===== src/rtl/arb_requester.sv =====
// -----------------------------------------------------------------------------
// arb_requester
//
// Purpose:
//    A bank of N independent burst requesters that sit in front of a registered
//    fixed-priority arbiter. Each channel accepts a one-cycle launch strobe with
//    a burst length. It then requests the arbiter until that many beats have
//    been granted. Finally it spends one drain cycle so that the arbiter's
//    lagging grant is absorbed. The block also flags channels that wait too
//    long (sticky starvation) and reports grants that have more than one bit set.
//
// Ports:
//    clk        in   1        clock, rising edge
//    rst        in   1        synchronous active-high reset
//    start      in   N        per-channel burst launch strobe
//    len        in   N*LEN_W  packed burst lengths, channel i at [i*LEN_W +: LEN_W]
//                             (0 encodes 2^LEN_W beats)
//    grant      in   N        one-hot grant from arbiter, one cycle behind req
//    req        out  N        registered per-channel request
//    beat       out  N        combinational transfer beat
//    done       out  N        registered one-cycle burst-complete pulse
//    busy       out  N        registered burst-in-progress flag
//    starved    out  N        registered sticky starvation flag
//    grant_err  out  1        registered one-cycle pulse on a multi-bit grant
// -----------------------------------------------------------------------------
module arb_requester #(
   parameter int N       = 4,
   parameter int LEN_W   = 4,
   parameter int TIMEOUT = 64
) (
   input  logic                 clk,
   input  logic                 rst,
   input  logic [N-1:0]         start,
   input  logic [N*LEN_W-1:0]   len,
   input  logic [N-1:0]         grant,
   output logic [N-1:0]         req,
   output logic [N-1:0]         beat,
   output logic [N-1:0]         done,
   output logic [N-1:0]         busy,
   output logic [N-1:0]         starved,
   output logic                 grant_err
);

   localparam int REM_W  = LEN_W + 1;
   localparam int WAIT_W = 16;
   localparam logic [WAIT_W-1:0] TIMEOUT_C    = WAIT_W'(TIMEOUT);
   localparam logic [WAIT_W-1:0] TIMEOUT_M1_C = WAIT_W'(TIMEOUT - 1);

   typedef enum logic [1:0] {
      ST_IDLE  = 2'd0,
      ST_REQ   = 2'd1,
      ST_DRAIN = 2'd2
   } state_t;

   // A grant is usable only if at most one bit is set. Clearing the lowest
   // set bit leaves zero exactly in that case.
   logic grant_legal;
   assign grant_legal = ((grant & (grant - N'(1))) == '0);

   logic grant_err_q;

   always_ff @(posedge clk) begin
      if (rst) begin
         grant_err_q <= 1'b0;
      end else begin
         grant_err_q <= ~grant_legal;
      end
   end

   assign grant_err = grant_err_q;

   genvar gi;
   generate
      for (gi = 0; gi < N; gi++) begin : g_chan
         state_t              state_q, state_d;
         logic [REM_W-1:0]    rem_q, rem_d;
         logic [WAIT_W-1:0]   wait_q, wait_d;
         logic                req_q, req_d;
         logic                done_q, done_d;
         logic                busy_q, busy_d;
         logic                starved_q, starved_d;
         logic                beat_w;
         logic [LEN_W-1:0]    len_w;

         assign len_w  = len[gi*LEN_W +: LEN_W];
         // Because req_q is low in IDLE and DRAIN, a grant that arrives in
         // those states is ignored without any further decoding.
         assign beat_w = grant[gi] & req_q & grant_legal;

         always_ff @(posedge clk) begin
            if (rst) begin
               state_q   <= ST_IDLE;
               rem_q     <= '0;
               wait_q    <= '0;
               req_q     <= 1'b0;
               done_q    <= 1'b0;
               busy_q    <= 1'b0;
               starved_q <= 1'b0;
            end else begin
               state_q   <= state_d;
               rem_q     <= rem_d;
               wait_q    <= wait_d;
               req_q     <= req_d;
               done_q    <= done_d;
               busy_q    <= busy_d;
               starved_q <= starved_d;
            end
         end

         always_comb begin
            state_d   = state_q;
            rem_d     = rem_q;
            wait_d    = wait_q;
            req_d     = req_q;
            done_d    = 1'b0;
            busy_d    = busy_q;
            starved_d = starved_q;

            case (state_q)
               ST_IDLE: begin
                  if (start[gi]) begin
                     state_d   = ST_REQ;
                     rem_d     = (len_w == '0) ? (REM_W'(1) << LEN_W)
                                               : {1'b0, len_w};
                     req_d     = 1'b1;
                     busy_d    = 1'b1;
                     wait_d    = '0;
                     starved_d = 1'b0;
                  end
               end

               ST_REQ: begin
                  if (beat_w) begin
                     wait_d = '0;
                     rem_d  = rem_q - REM_W'(1);
                     if (rem_q == REM_W'(1)) begin
                        state_d = ST_DRAIN;
                        req_d   = 1'b0;
                        done_d  = 1'b1;
                     end
                  end else begin
                     // Any request cycle without a beat counts as waiting.
                     // This includes a cycle with an illegal multi-bit grant.
                     // The counter stops at TIMEOUT. The flag rises on the
                     // same edge as the counter reaches TIMEOUT.
                     if (wait_q != TIMEOUT_C) begin
                        wait_d = wait_q + WAIT_W'(1);
                     end
                     if (wait_q >= TIMEOUT_M1_C) begin
                        starved_d = 1'b1;
                     end
                  end
               end

               ST_DRAIN: begin
                  // One cycle here is enough to swallow the grant that the
                  // arbiter issues in response to the final request cycle.
                  state_d = ST_IDLE;
                  busy_d  = 1'b0;
               end

               default: begin
                  state_d = ST_IDLE;
                  req_d   = 1'b0;
                  busy_d  = 1'b0;
               end
            endcase
         end

         assign req[gi]     = req_q;
         assign beat[gi]    = beat_w;
         assign done[gi]    = done_q;
         assign busy[gi]    = busy_q;
         assign starved[gi] = starved_q;
      end
   endgenerate

endmodule


===== config.mk =====
export PLATFORM = sky130hd
export DESIGN_NAME = arb_requester
export DESIGN_NICKNAME = d
export VERILOG_FILES = /design/src/rtl/arb_requester.sv
export SDC_FILE = /design/constraint.sdc
export NUM_CORES = 1
export LEC_CHECK = 0
export CORE_ASPECT_RATIO = 0.75
export CORE_MARGIN = 2
export CORE_UTILIZATION = 65
export DETAILED_ROUTE_END_ITERATION = 8
export DONT_BUFFER_PORTS = 1
export GPL_TIMING_DRIVEN = 0
export PLACE_DENSITY = 0.93
export SYNTH_ARGS = -nofsm -noshare
export SYNTH_HDL_FRONTEND = slang
export SYNTH_SLANG_ARGS = --single-unit

===== constraint.sdc =====
create_clock -name clk -period 3.7 [get_ports clk]
set_clock_uncertainty 0.2 [all_clocks]
set_input_delay 0.37 -clock clk [delete_from_list [all_inputs] [get_ports clk]]
set_output_delay 0.37 -clock clk [all_outputs]
set_load 0.005 [all_outputs]

After elaboration in Yosys (flattened, before gate mapping)
Cells that the tools add are included.
W data, S select, Z words.
Storage, ports and cells
  bits in registers: 109
  input bits: 26
  output and inout port bits: 21
Operators by class
  add/sub/neg operators: 9
  magnitude comparators: 4
  equal/unequal tests: 40
  mux-type cells: 88
  bitwise operators: 22
  reduce and logical (&&, ||, !) cells: 41
Operator list (number)
  $mux W16: 12
  $pmux W16 S2: 4
  $add A16 B1 Y16 const B: 4
  $ge A16 B6 Y1 const B: 4
  $ne A16 B7 Y1 const B: 4
  $mux W5: 12
  $ne A2 B2 Y1 const B: 20
  $pmux W5 S2: 4
  $reduce_and A3 Y1: 12
  $reduce_and A4 Y1: 8
  $mux W1: 28
  $mux W2: 12
  $eq A5 B1 Y1 const B: 4
  $logic_not A4 Y1: 5
  $sub A5 B1 Y5 const B: 4
  $pmux W1 S2: 8
  $pmux W2 S2: 4
  $not A1 Y1: 13
  $ne A3 B3 Y1 const B: 4
  $pmux W1 S3: 4
  $reduce_or A3 Y1: 4
  $and A1 B1 Y1: 8
  $eq A2 B1 Y1 const B: 4
  $eq A2 B2 Y1 const B: 4
  other kinds (5): 14

Logic depth before layout (Yosys ltp)
  depth in word-level cells: 6
  depth in mapped cells: 7

Worst setup path after synthesis
OpenSTA, ideal clock, no wires.
  kind: register -> register
  from: reg g_chan[2].state_q[0]
  to: reg g_chan[2].wait_q[11]
  library setup time: 0.127 ns
  data arrival time: 1.712 ns
  setup slack: 1.661 ns
  cell stages (with the launch flop): 6
  path buffers: 1
  period minus slack after synthesis: 2.039 ns
  cell sequence: dfxtp_1 -> buf_4 -> or4b_2 -> o211a_1 -> o211a_1 -> or3_1
Between the ends
  cells in the longest elaborated chain, start to end: 3
  elaborated cells on any way between the ends: 7
  classes of those cells: 3 x eq/ne; 1 x mux; 3 x reduce/logical
Ends and longest elaborated chain
  start: declaration: line 75  | state_t state_q, state_d;
  start signal: assignment: line 100  | state_q <= state_d;
  $eq A2 B1 Y1 or $logic_not A2 Y1 (tied branches): line 119  | case (state_q)
  $ne A3 B3 Y1 (no source line), or another cell as far along
  $reduce_and A3 Y1 (no source line)
  end signal: assignment: line 102  | wait_q <= wait_d;
  end: declaration: line 77  | logic [WAIT_W-1:0] wait_q, wait_d;
Several ways; a longest one is shown, not always the timed one.
A chain may end at the register's enable or synchronous reset.

Worst setup path in the final report
  from: reg g_chan[3].req_q
  to: out beat[3]
Between the ends
  cells in the longest elaborated chain, start to end: 2
Ends and longest elaborated chain
  start: declaration: line 78  | logic req_q, req_d;
  start signal: assignment: line 103  | req_q <= req_d;
  $and A1 B1 Y1 (2 in a row): line 88  | assign beat_w = grant[gi] & req_q & grant_legal;
  end: declaration: line 37  | output logic [N-1:0] beat,
No other way between the ends.

==> metrics <==
status=finished clean; worst hold stages=2; gr ovfl total=0; Hold Startpoint=len[0]; deepest clock path buffer count=2; reg2reg path depth=4; setup TNS=0 ps; Least-Margin Pin Slew=1000 ps; Cells after DPL=843; Synth top cells by count=dfxtp_1, nand2_1, nor2_1; Synth Instances=731; Yosys cell types=71; first-pass GRT wire length=24,200 um; largest net degree at the start of global routing=17; Num Clock Sinks=109; Antenna diodes=0; MaxCap Viol Count=0; initial antenna violation count=0; Setup CP Type=reg2out; GRT Overall Usage=30.1%; reg2reg end=g_chan[3].wait_q[2]$_SDFFE_PP0P_; CP top delay family=simple AND/OR/NAND/NOR gates; initial core utilization=66.4%; Flop pwr share=51.1%; Max IR drop VDD=295 uV; clock share of power=37.3%; HP Class=in2reg; Initial DRC Count=570; Worst setup EP type=output pin; num ports=47; Syn. warnings=0; Port Buffers=0; Final Net Count=785; via/cell ratio=6.52; core area=9010 um2; Max Slew Vio Count=0; syn_nets=773; power per cell area=380 nW/um2; net switching power=0.643 mW; register clock-pin slew on the reported worst setup and hold paths=70 ps; Cell Chain, Critical Path=nor4b_1 -> nand2_1 -> inv_1 -> buf_4; final cell count without fillers=860; Final setup viols=0; Worst setup SP type=register; Final Hold Fails=0; final core utilization=71.1%; fraction of layout cells with a size suffix above 1=8.42%; post-synth top area cell=dfxtp_1; Setup WS post-layout=1030 ps; global-route layer with the greatest usage=met2; Die X=115 um; period utilization=72.1%; final WL=14,700 um; dpl ws=1350 ps; Worst path slowest cell=nor4b_1; Crit path arrival time=2100 ps; M3 GR Usage=8.35%; CP required=3130 ps; max frequency=0.375 GHz; Post-DP HPWL=10,500 um; Synth area leaders=dfxtp_1, a21oi_1, nand2_1, nor2_1, ha_1; DRC Markers=0; count leader, synth=dfxtp_1; Die Ht=87.1 um; reg2reg setup slack=1320 ps; vias in the first global route=5,261; post-CTS resize count=0; Final Hold Slack=10.5 ps; Core Rows=30; CTS Root Cell=clkbuf_16; H-Tree Depth=3; met2 Use GR=49.3%; CTS buffer count=9; top cell type's share of synthesized area=36.5%; ys flop type=dfxtp_1; crit path time final=2670 ps; CP bufs+invs=2; TritonCTS clock tree=done; vias=5,606; First-pass DRT Iterations=5; sequential fraction of the synthesis area=36.5%; die area=9990 um2; CP max FO=7; Worst slew margin=32.6%; Sw Ratio=26.4%; Synth Register Bits=109; Gate power share=11.6%; Mean Syn Cell Area=8.18 um2; Layout area overhead=7.03%; Power Internal=1.79 mW; RSZ-0062 raised after global routing=no; Hold Path End=g_chan[0].rem_q[0]$_SDFFE_PP0P_; area of the mapped netlist=5980 um2; drt wl/cell=17.1 um; leakage power=2.22 nW; DRT antenna net count=0; Critical Path Max Stage Delay=750 ps; ys async rst share=0%; r2r startpoint=g_chan[3].req_q$_SDFFE_PP0P_; number of synthesized flops with an enable pin=0; Placer Congestion=0.906; GR Util met1=38.5%; Clock Latency Late Sink=360 ps
worst max path at each step:
| stage | startpoint | end | slack [ps] | cells after the start |
|---|---|---|---|---|
| after floorplan | g_chan[2].state_q[0]$_SDFFE_PP0P_ | g_chan[2].wait_q[11]$_SDFFE_PP0P_ | 1660 | 5 |
| after global routing | g_chan[3].req_q$_SDFFE_PP0P_ | beat[3] | 930 | 4 |
| after CTS | g_chan[3].req_q$_SDFFE_PP0P_ | beat[3] | 1100 | 4 |
| after detailed placement | grant[3] | g_chan[0].rem_q[0]$_SDFFE_PP0P_ | 1350 | 6 |
| final | g_chan[3].req_q$_SDFFE_PP0P_ | beat[3] | 1030 | 4 |
| after global placement | grant[3] | g_chan[1].wait_q[11]$_SDFFE_PP0P_ | 1450 | 6 |
metrics by stage:
| stage | total power, mW | instance area (um2) |
|---|---|---|
| CTS | 2.43 | 6400 |
| detailed placement | 1.54 | 6120 |
| global placement | 1.52 | 6120 |
| global route | 2.52 | 6400 |
| finish | 2.43 | 6400 |
| floorplan | 1.47 | 5980 |
logic make-up (layout without fill, tap and decap cells):
group	Yosys count	in the layout	share of synthesized area (%)
xor gates and xnor gates	21	21	3.08
muxes	12	12	2.03
DFF	109	109	36.5
buffers and inverters	87	104	6.92
adders and majority gates	16	16	3.35
AOI/OAI and AO/OA	168	168	18.9
and+or+nand+nor	318	318	29.2
worst register-to-register path, delay by kind of cell, from the launching register on:
| family | cells | cell delay [ps] |
|---|---|---|
| and+or+nand+nor | 2 | 1130 |
| DFF | 1 | 380 |
| muxes | 1 | 220 |
| AOI/OAI and AO/OA | 1 | 380 |
cell type report:
class,instances,area [um2]
Multi-Input combinational cell,535,3380
Fill cell,688,2610
Sequential cell,109,2180
Buffer,50,275
Clock buffer,12,246
Tap cell,112,140
Inverter,37,139
Clock inverter,4,23.8
Timing Repair Buffer,1,10.0
what timing repair did:
action	in CTS	in global routing
hold endpoints to repair	1	0
hold buffers	1	0
buffers inserted	0	0
cells in the final DEF, fill, tap and decap left out, types with 4 or more instances in the layout:
| master | count |
|---|---|
| dfxtp_1 | 109 |
| mux2i_1 | 11 |
| a211oi_1 | 15 |
| clkbuf_1 | 21 |
| xor2_1 | 5 |
| ha_1 | 16 |
| nand2_1 | 62 |
| xnor2_1 | 16 |
| nand3b_1 | 12 |
| buf_2 | 5 |
| o21bai_1 | 4 |
| buf_4 | 21 |
| a311oi_1 | 8 |
| and3_1 | 9 |
| nor3_1 | 21 |
| nor4_1 | 21 |
| and4_1 | 6 |
| nand4_1 | 15 |
| or4_1 | 9 |
| or2_2 | 5 |
| o311ai_0 | 4 |
| a21o_1 | 7 |
| o31ai_1 | 6 |
| o21ai_0 | 27 |
| nand2b_1 | 15 |
| nor2_1 | 59 |
| a31oi_1 | 8 |
| and2_1 | 5 |
| a21oi_1 | 55 |
| nand3_1 | 22 |
| nor2b_1 | 6 |
| inv_1 | 37 |
| nor3b_1 | 5 |
| clkbuf_16 | 9 |
| or3_1 | 24 |
flip-flops by register name (all words and copies together), names as in the netlist:
name and flops:
g_chan.done_q 4, g_chan.req_q 4, g_chan.rem_q 20, g_chan.starved_q 4, g_chan.state_q 8, grant_err 1, g_chan.wait_q 64, g_chan.busy_q 4
layer usage:
layer | up-vias | routed length [um]
met5 | - | 0
met2 | 220 | 6940
met1 | 2656 | 6340
li1 | 2690 | -
met3 | 40 | 1120
met4 | 0 | 344
power by group through the flow:
stage	Combinational [mW]	Sequential (mW)	Clock, mW
6_report	0.283	1.24	0.907
5_1_grt	0.311	1.25	0.962
4_1_cts	0.276	1.24	0.912
3_5_place_dp	0.272	1.27	0
3_3_place_gp	0.254	1.27	0
2_1_floorplan	0.213	1.26	0
Power figures use the tool's default switching activity.
